**config.mk**
```make
export PLATFORM = sky130hd
export DESIGN_NAME = udp_rule_filter_flat
export DESIGN_NICKNAME = d
export VERILOG_FILES = /design/src/rtl/udp_filter_pkg.sv /design/src/rtl/udp_rule_filter_if.sv /design/src/rtl/udp_filter_regs.sv /design/src/rtl/udp_rule_filter.sv /design/src/flat_wrapper.sv
export SDC_FILE = /design/constraint.sdc
export NUM_CORES = 1
export LEC_CHECK = 0
export CAP_MARGIN = 30
export CORE_ASPECT_RATIO = 0.75
export CORE_MARGIN = 1
export CORE_UTILIZATION = 25
export CTS_CLUSTER_DIAMETER = 30
export DETAILED_ROUTE_END_ITERATION = 7
export PLACE_DENSITY = 0.49
export RECOVER_POWER = 25
export SYNTH_ARGS = -nofsm -noshare
export SYNTH_HDL_FRONTEND = slang
export SYNTH_SLANG_ARGS = --single-unit
```
**constraint.sdc**
```tcl
create_clock -name clk -period 3.5 [get_ports clk]
set_input_delay 0.7 -clock clk [delete_from_list [all_inputs] [get_ports clk]]
set_output_delay 0.7 -clock clk [all_outputs]
set_load 0.02 [all_outputs]
```
**src/rtl/udp_filter_pkg.sv**
```systemverilog
// Shared constants and types for the UDP rule filter.
// Header byte offsets, register map and rule/control records.
package udp_filter_pkg;

  localparam int OFF_MAC   = 0;
  localparam int OFF_ETYPE = 12;
  localparam int OFF_VIHL  = 14;
  localparam int OFF_PROTO = 23;
  localparam int OFF_DIP   = 30;
  localparam int OFF_DPORT = 36;

  localparam logic [7:0] A_MAC_LO = 8'h00;
  localparam logic [7:0] A_MAC_HI = 8'h01;
  localparam logic [7:0] A_ETYPE  = 8'h02;
  localparam logic [7:0] A_PROTO  = 8'h03;
  localparam logic [7:0] A_CTRL   = 8'h04;
  localparam logic [7:0] A_DROP   = 8'h05;
  localparam logic [7:0] A_RULE0  = 8'h10;

  typedef struct packed {
    logic        en;
    logic [15:0] port;
    logic [31:0] base;
    logic [31:0] mask;
  } rule_t;

  typedef struct packed {
    logic dflt_pass;
    logic enable;
  } ctrl_t;

  function automatic logic [7:0] rule_addr(
    input int r,
    input int k
  );
    return 8'(int'(A_RULE0) + 4 * r + k);
  endfunction

endpackage

```
**src/rtl/udp_rule_filter_if.sv**
```systemverilog
// Header/decision handshakes and config bus of the UDP rule filter.
// master drives headers and config, slave is the filter.
interface udp_rule_filter_if #(
  parameter int N_RULES = 4
);
  localparam int RULE_W = (N_RULES > 1) ? $clog2(N_RULES) : 1;

  logic              in_valid;
  logic              in_ready;
  logic [511:0]      in_hdr;
  logic              out_valid;
  logic              out_ready;
  logic              out_pass;
  logic [RULE_W-1:0] out_rule;
  logic              cfg_we;
  logic [7:0]        cfg_waddr;
  logic [31:0]       cfg_wdata;
  logic [7:0]        cfg_raddr;
  logic [31:0]       cfg_rdata;

  modport master (
    output in_valid, in_hdr, out_ready,
    output cfg_we, cfg_waddr, cfg_wdata, cfg_raddr,
    input  in_ready, out_valid, out_pass, out_rule,
    input  cfg_rdata
  );

  modport slave (
    input  in_valid, in_hdr, out_ready,
    input  cfg_we, cfg_waddr, cfg_wdata, cfg_raddr,
    output in_ready, out_valid, out_pass, out_rule,
    output cfg_rdata
  );

endinterface

```
**src/rtl/udp_filter_regs.sv**
```systemverilog
// Config register file, rule table and hit/drop counters.
// Counters exist only when UDP_FILTER_STATS_EN is defined.
module udp_filter_regs
  import udp_filter_pkg::*;
#(
  parameter int N_RULES = 4,
  parameter int CNT_W   = 32,
  parameter int RULE_W  = 2
) (
  input  logic              clk,
  input  logic              rst_n,
  input  logic              cfg_we,
  input  logic [7:0]        cfg_waddr,
  input  logic [31:0]       cfg_wdata,
  input  logic [7:0]        cfg_raddr,
  output logic [31:0]       cfg_rdata,
  output logic [47:0]       mac,
  output logic [15:0]       etype,
  output logic [7:0]        proto,
  output ctrl_t             ctrl,
  output rule_t             rules [N_RULES],
  input  logic              cnt_hit,
  input  logic              cnt_drop,
  input  logic [RULE_W-1:0] cnt_idx
);

  logic [31:0] drop_rd;
  logic [31:0] hit_rd [N_RULES];

  // global and per-rule config writes
  always_ff @(posedge clk or negedge rst_n) begin
    if (!rst_n) begin
      mac   <= '0;
      etype <= '0;
      proto <= '0;
      ctrl  <= '0;
      for (int r = 0; r < N_RULES; r++) rules[r] <= '0;
    end else if (cfg_we) begin
      case (cfg_waddr)
        A_MAC_LO: mac[31:0]  <= cfg_wdata;
        A_MAC_HI: mac[47:32] <= cfg_wdata[15:0];
        A_ETYPE:  etype      <= cfg_wdata[15:0];
        A_PROTO:  proto      <= cfg_wdata[7:0];
        A_CTRL:   ctrl       <= ctrl_t'(cfg_wdata[1:0]);
        default: ;
      endcase
      for (int r = 0; r < N_RULES; r++) begin
        if (cfg_waddr == rule_addr(r, 0))
          rules[r].base <= cfg_wdata;
        if (cfg_waddr == rule_addr(r, 1))
          rules[r].mask <= cfg_wdata;
        if (cfg_waddr == rule_addr(r, 2)) begin
          rules[r].en   <= cfg_wdata[16];
          rules[r].port <= cfg_wdata[15:0];
        end
      end
    end
  end

`ifdef UDP_FILTER_STATS_EN
  logic [CNT_W-1:0] drop_cnt;
  logic [CNT_W-1:0] hit_cnt [N_RULES];

  // saturating counters; a clear write beats a same-cycle increment
  always_ff @(posedge clk or negedge rst_n) begin
    if (!rst_n) begin
      drop_cnt <= '0;
      for (int r = 0; r < N_RULES; r++) hit_cnt[r] <= '0;
    end else begin
      if (cfg_we && cfg_waddr == A_DROP)
        drop_cnt <= '0;
      else if (cnt_drop && drop_cnt != '1)
        drop_cnt <= drop_cnt + CNT_W'(1);
      for (int r = 0; r < N_RULES; r++) begin
        if (cfg_we && cfg_waddr == rule_addr(r, 3))
          hit_cnt[r] <= '0;
        else if (cnt_hit && cnt_idx == RULE_W'(r)
                 && hit_cnt[r] != '1)
          hit_cnt[r] <= hit_cnt[r] + CNT_W'(1);
      end
    end
  end

  // widen counters for readback
  always_comb begin
    drop_rd = 32'(drop_cnt);
    for (int r = 0; r < N_RULES; r++) hit_rd[r] = 32'(hit_cnt[r]);
  end
`else
  logic unused_cnt;
  assign unused_cnt = ^{cnt_hit, cnt_drop, cnt_idx};

  // counters absent: their addresses read as zero
  always_comb begin
    drop_rd = '0;
    for (int r = 0; r < N_RULES; r++) hit_rd[r] = '0;
  end
`endif

  // combinational readback; unmapped addresses return zero
  always_comb begin
    cfg_rdata = '0;
    case (cfg_raddr)
      A_MAC_LO: cfg_rdata = mac[31:0];
      A_MAC_HI: cfg_rdata = {16'd0, mac[47:32]};
      A_ETYPE:  cfg_rdata = {16'd0, etype};
      A_PROTO:  cfg_rdata = {24'd0, proto};
      A_CTRL:   cfg_rdata = {30'd0, ctrl};
      A_DROP:   cfg_rdata = drop_rd;
      default: ;
    endcase
    for (int r = 0; r < N_RULES; r++) begin
      if (cfg_raddr == rule_addr(r, 0))
        cfg_rdata = rules[r].base;
      if (cfg_raddr == rule_addr(r, 1))
        cfg_rdata = rules[r].mask;
      if (cfg_raddr == rule_addr(r, 2))
        cfg_rdata = {15'd0, rules[r].en, rules[r].port};
      if (cfg_raddr == rule_addr(r, 3))
        cfg_rdata = hit_rd[r];
    end
  end

endmodule

```
**src/rtl/udp_rule_filter.sv**
```systemverilog
// Two-stage Ethernet/IPv4/UDP header filter with N_RULES rules.
// Build with UDP_FILTER_STATS_EN for hit/drop counters.
module udp_rule_filter
  import udp_filter_pkg::*;
#(
  parameter int N_RULES = 4,
  parameter int CNT_W   = 32
) (
  input logic               clk,
  input logic               rst_n,
  udp_rule_filter_if.slave  bus
);

  localparam int RULE_W = (N_RULES > 1) ? $clog2(N_RULES) : 1;

  logic [47:0]       mac;
  logic [15:0]       etype;
  logic [7:0]        proto;
  ctrl_t             ctrl;
  rule_t             rules [N_RULES];

  logic [31:0]       dip;
  logic [15:0]       dport;
  logic              g_ok;
  logic [N_RULES-1:0] hit;

  logic              s1_valid;
  logic              s1_g;
  logic              s1_en;
  logic              s1_dp;
  logic [N_RULES-1:0] s1_hit;

  logic              adv2;
  logic              any_hit;
  logic [RULE_W-1:0] idx;
  logic              out_hit;
  logic              hs_out;

  assign adv2         = !bus.out_valid || bus.out_ready;
  assign bus.in_ready = !s1_valid || adv2;
  assign hs_out       = bus.out_valid && bus.out_ready;

  assign dip   = bus.in_hdr[511-8*OFF_DIP -: 32];
  assign dport = bus.in_hdr[511-8*OFF_DPORT -: 16];

  // global L2/L3 check and per-rule match on the incoming header
  always_comb begin
    g_ok = (bus.in_hdr[511-8*OFF_MAC -: 48] == mac)
        && (bus.in_hdr[511-8*OFF_ETYPE -: 16] == etype)
        && (bus.in_hdr[511-8*OFF_VIHL -: 8] == 8'h45)
        && (bus.in_hdr[511-8*OFF_PROTO -: 8] == proto);
    for (int r = 0; r < N_RULES; r++)
      hit[r] = rules[r].en
            && ((dip & rules[r].mask) == rules[r].base)
            && (dport == rules[r].port);
  end

  // stage 1: capture match results with the config of this cycle
  always_ff @(posedge clk or negedge rst_n) begin
    if (!rst_n) begin
      s1_valid <= 1'b0;
      s1_g     <= 1'b0;
      s1_en    <= 1'b0;
      s1_dp    <= 1'b0;
      s1_hit   <= '0;
    end else if (bus.in_ready) begin
      s1_valid <= bus.in_valid;
      if (bus.in_valid) begin
        s1_g   <= g_ok;
        s1_en  <= ctrl.enable;
        s1_dp  <= ctrl.dflt_pass;
        s1_hit <= hit;
      end
    end
  end

  // lowest-index hit wins
  always_comb begin
    idx = '0;
    for (int r = N_RULES - 1; r >= 0; r--)
      if (s1_hit[r]) idx = RULE_W'(r);
  end

  assign any_hit = |s1_hit;

  // stage 2: decision register, held while stalled
  always_ff @(posedge clk or negedge rst_n) begin
    if (!rst_n) begin
      bus.out_valid <= 1'b0;
      bus.out_pass  <= 1'b0;
      bus.out_rule  <= '0;
      out_hit       <= 1'b0;
    end else if (adv2) begin
      bus.out_valid <= s1_valid;
      if (s1_valid) begin
        bus.out_pass <= s1_en && s1_g && (any_hit || s1_dp);
        bus.out_rule <= idx;
        out_hit      <= any_hit;
      end
    end
  end

  udp_filter_regs #(
    .N_RULES (N_RULES),
    .CNT_W   (CNT_W),
    .RULE_W  (RULE_W)
  ) u_regs (
    .clk       (clk),
    .rst_n     (rst_n),
    .cfg_we    (bus.cfg_we),
    .cfg_waddr (bus.cfg_waddr),
    .cfg_wdata (bus.cfg_wdata),
    .cfg_raddr (bus.cfg_raddr),
    .cfg_rdata (bus.cfg_rdata),
    .mac       (mac),
    .etype     (etype),
    .proto     (proto),
    .ctrl      (ctrl),
    .rules     (rules),
    .cnt_hit   (hs_out && bus.out_pass && out_hit),
    .cnt_drop  (hs_out && !bus.out_pass),
    .cnt_idx   (bus.out_rule)
  );

endmodule

```
**src/flat_wrapper.sv**
```systemverilog
// flat-port wrapper written by rule: the top's interface ports become plain ports
module udp_rule_filter_flat import udp_filter_pkg::*;
#(
  parameter int N_RULES = 4,
  parameter int CNT_W   = 32
)
  (clk, rst_n, bus_in_valid, bus_in_hdr, bus_out_ready, bus_cfg_we, bus_cfg_waddr, bus_cfg_wdata, bus_cfg_raddr, bus_in_ready, bus_out_valid, bus_out_pass, bus_out_rule, bus_cfg_rdata);
  udp_rule_filter_if #(.N_RULES(N_RULES)) bus_i ();
  input logic clk;
  input logic rst_n;
  input wire logic [$bits(bus_i.in_valid)-1:0] bus_in_valid;
  input wire logic [$bits(bus_i.in_hdr)-1:0] bus_in_hdr;
  input wire logic [$bits(bus_i.out_ready)-1:0] bus_out_ready;
  input wire logic [$bits(bus_i.cfg_we)-1:0] bus_cfg_we;
  input wire logic [$bits(bus_i.cfg_waddr)-1:0] bus_cfg_waddr;
  input wire logic [$bits(bus_i.cfg_wdata)-1:0] bus_cfg_wdata;
  input wire logic [$bits(bus_i.cfg_raddr)-1:0] bus_cfg_raddr;
  output wire logic [$bits(bus_i.in_ready)-1:0] bus_in_ready;
  output wire logic [$bits(bus_i.out_valid)-1:0] bus_out_valid;
  output wire logic [$bits(bus_i.out_pass)-1:0] bus_out_pass;
  output wire logic [$bits(bus_i.out_rule)-1:0] bus_out_rule;
  output wire logic [$bits(bus_i.cfg_rdata)-1:0] bus_cfg_rdata;
  assign bus_i.in_valid = bus_in_valid;
  assign bus_i.in_hdr = bus_in_hdr;
  assign bus_i.out_ready = bus_out_ready;
  assign bus_i.cfg_we = bus_cfg_we;
  assign bus_i.cfg_waddr = bus_cfg_waddr;
  assign bus_i.cfg_wdata = bus_cfg_wdata;
  assign bus_i.cfg_raddr = bus_cfg_raddr;
  assign bus_in_ready = bus_i.in_ready;
  assign bus_out_valid = bus_i.out_valid;
  assign bus_out_pass = bus_i.out_pass;
  assign bus_out_rule = bus_i.out_rule;
  assign bus_cfg_rdata = bus_i.cfg_rdata;
  udp_rule_filter #(.N_RULES(N_RULES), .CNT_W(CNT_W)) u_core (.clk(clk), .rst_n(rst_n), .bus(bus_i));
endmodule
```
==> impl_metrics.yaml <==
outcome:
  outcome: "finished with violations"
  failing_checks: "capacitance limit, slew limit, setup timing"
sta:
  final_worst_path_setup_slack_ps: -224
  fmaxAchievable_mhz: 269
  final-max-slew-violation-count: 74
  finClkSkew_ps: 20.8
  worst_slew_pin_slew_ps: 2150
  hold_slack_ps: 489
  setup_tns_ps: -2670
  timing.final.crit_share: 1.06
  period_needed_ps: 3720
  final-hold-violation-count: 0
  final-setup-viol-count: 24
  setup_repair_after_global_routing_missed_its_margin: "true"
  max-slew-margin-rel: -0.432
cts:
  buffer_type_at_the_clock_tree_root: "clkbuf_16"
  cts_tree: "yes"
  cts_inserted_buffers: 108
  ctsHtreeMaxLevel: 3
  holdBufCountCts: 0
  cts.path.max_buffers: 3
  numClockSinks: 410
  worst_skew_pair.late_latency_ps: 660
  clkTransAtPathRegs_ps: 40
global_routing:
  first_global_vias: 20600
  grt_max_degree: 74
  grt_first_pass_wirelength_um: 159000
  globalRouteTotalUtil: 0.238
  grt-ovfl-total: 0
  antenna_found_initial: 6
finish:
  drive_gt1_frac: 0.248
  nFillCells: 8907
  final_net_count: 3167
  area_growth_pct: 44.9
  combined_area_of_the_multi_input_logic_cells_um2: 12700
  final-seq-area_um2: 10300
synthesis:
  ys_ff_latch: 410
  synth-warning-count: 0
  yosys.area.top_type: "dfrtp_1"
  synth_ff_type: "dfrtp_1"
  seq_area_frac_synth: 0.446
  post_synthesis_cell_area_um2: 23000
  synth_edf_count: 0
  synthTopCellsByArea: "dfrtp_1 45%, mux2_1 18%, xnor2_1 5.9%"
  synthesis.nets: 2690
  synth.avg_cell_area_um2: 10.8
  ys_types: 61
  synth-async-reset-ratio: 1.00
  post_synth_inst_count: 2125
  yosysTopAreaCellShare: 0.446
detailed_routing:
  detailed_routing_iteration_count_for_the_pre_antenna_repair_pass: 7
  route.vias.total: 20500
  drt_wl_total_um: 113000
  routed_wire_length_per_instance_um: 28.9
  post_drt_via_cell_ratio: 5.25
  drcViolationCount: 0
  remaining_antenna_violation_count_after_routing: 0
  first_iter_violations: 2171
hold_path:
  min_delay_path_depth: 2
  worstHoldPathType: "reg -> reg"
die:
  std_cell_rows: 95
  initial_core_util: 0.254
  floorplan.core_area_um2: 90300
  floorplan_die_height_um: 265
  floorplan.io_pins: 602
  die_width_um: 352
  fp.dieArea_um2: 93200
worst_setup_path:
  worst-path-stages: 12
  critical_path.cell_chain: "buf_6 > or4b_4 > buf_8 > nor3_4 > buf_6 > buf_12 > a32oi_1 > o22ai_1 > o211ai_1 > a311oi_1 > buf_4 > buf_6"
  timing.critical_path.arrival_ps: 3020
  end_kind: "output port"
  critical-path-top-cell-by-count: "buf_6"
  critical_path.max_fanout: 4
  timing.critical_path.slowest_cell_delay_ps: 590
  critPathKind: "in -> out"
  crit_path_top_delay_cell: "or4b_4"
  path_buf_inv: 6
  worstPathRequired_ps: 2800
  critPathTopFamily: "buffers and inverters"
  rr_worst_depth: 6
  startpoint_type: "input port"
power:
  p_leak_nw: 15.1
  irDropWorstVdd_mv: 0.409
  power_density_nw_per_um2: 529
flow_run:
  max_cap_viol_count: 1
place:
  place_ws_ps: -1130
  finalWeightedCongestion: 0.976
  post-dp-hpwl_um: 86300
  placement.io_buffers: 217
per-stage QoR:
step / instance area [um2] / total power, mW / utilization / instances
2_1_floorplan: 23000 / 5.93 / - / 2125
3_3_place_gp: 28400 / 7.04 / 0.314 / 3677
3_5_place_dp: 28400 / 7.06 / 0.314 / 3677
4_1_cts: 33100 / 17.7 / 0.366 / 3901
5_1_grt: 33300 / 18.1 / 0.369 / 3909
6_report: 33300 / 17.6 / 0.369 / 3914
synthesized netlist by cell type (28+ instances only):
cell type and instances:
a21oi_1 90, xnor2_1 156, xor2_1 87, buf_1 28
nor2_1 81, clkbuf_1 87, o21ai_1 32, mux2i_1 30
dfrtp_1 410, o21ai_0 78, a22oi_1 43, nor4_1 32
nand4_1 29, nand2_1 207, mux2_2 54, mux2_1 363
layer usage:
metal  GRT usage  wire, um  vias to the layer above
li1            -         -                     8789
met1       0.344     52100                    10600
met2       0.347     47800                      995
met3      0.0655     10400                      147
met4      0.0602      2840                        2
met5           0        15                        -
power by group:
group          switching, mW  leakage (nW)  internal, mW  total (mW)
registers              0.246          5.64          4.98        5.23
logic                   1.09          7.56         0.766        1.86
clock network           3.18          1.90          7.34        10.5
total                   4.52          15.1          13.1        17.6
kinds of logic after synthesis:
family	share of synthesized area
buf+inv	0.0279
flops	0.446
compound gates	0.124
simple gates	0.0886
mux	0.220
xor+xnor	0.0926
flip-flops by register name (all words and copies together) (netlist names):
signal / count
u_core.u_regs.rules: 324
u_core.u_regs.mac: 48
u_core.u_regs.etype: 16
u_core.u_regs.proto: 8
u_core.s1_hit: 4
u_core.bus.out_rule: 2
u_core.u_regs.ctrl: 2
u_core.bus.out_pass: 1
u_core.bus.out_valid: 1
u_core.s1_dp: 1
u_core.s1_en: 1
u_core.s1_g: 1
u_core.s1_valid: 1
path summary, 6_finish.rpt:
check / startpoint / end / slack (ps)
worst max-delay path: bus_cfg_raddr[6] / bus_cfg_rdata[1] / -220
worst min-delay path: u_core.bus.out_rule[1]$_DFFE_PN0P_ / u_core.bus.out_rule[1]$_DFFE_PN0P_ / 490
worst max register to register: u_core.u_regs.rules[314]$_DFFE_PN0P_ / u_core.s1_hit[0]$_DFFE_PN0P_ / 1040
worst min register to register: u_core.bus.out_rule[1]$_DFFE_PN0P_ / u_core.bus.out_rule[1]$_DFFE_PN0P_ / 490
max in group asynchronous: rst_n / u_core.u_regs.rules[171]$_DFFE_PN0P_ / 480
min in group asynchronous: rst_n / u_core.bus.out_valid$_DFFE_PN0P_ / 640
worst register-to-register path: stages (launching register included):
cell,delay (ps)
dfrtp_1,400
xnor2_1,300
o2111ai_1,330
a2111oi_0,460
nand4_1,220
o41ai_1,500
buf_4,180
placed cells by master, fill, tap and decap left out, drive strengths merged, types with 7 or more instances in the layout:
cell type | Yosys | routed
a2111oi | 13 | 13
a21oi | 90 | 90
a221o | 8 | 8
a221oi | 28 | 28
a222oi | 7 | 7
a22o | 15 | 15
a22oi | 43 | 43
a31oi | 7 | 7
a32o | 7 | 7
buf | 55 | 327
bufinv | 0 | 17
clkbuf | 87 | 149
clkdlybuf4s50 | 0 | 175
clkinv | 0 | 29
clkinvlp | 0 | 10
dfrtp | 410 | 410
inv | 18 | 22
mux2 | 417 | 417
mux2i | 30 | 30
nand2 | 207 | 207
nand2b | 10 | 10
nand3 | 26 | 26
nand4 | 29 | 29
nor2 | 81 | 81
nor2b | 24 | 24
nor3 | 21 | 21
nor4 | 32 | 32
o2111ai | 7 | 7
o21ai | 110 | 110
o221ai | 11 | 11
o31ai | 11 | 11
o32a | 16 | 16
xnor2 | 156 | 156
xor2 | 87 | 87
cell type report:
class | count | area share
diodes | 5 | 0.000376
clock buffers | 145 | 0.0920
clock inverters | 60 | 0.0251
inverters | 18 | 0.00203
multi-input cells | 1555 | 0.381
flip-flops and latches | 410 | 0.308
well taps | 1212 | 0.0455
repair buffers | 509 | 0.146
timing repair:
action                     4_1_cts  5_1_grt
buffers inserted                21       11
resized for setup              170       47
cloned                           3        0
setup endpoints to repair       32       31
pin swaps                       51       35
Note: power is estimated with default switching activity, not from simulation.
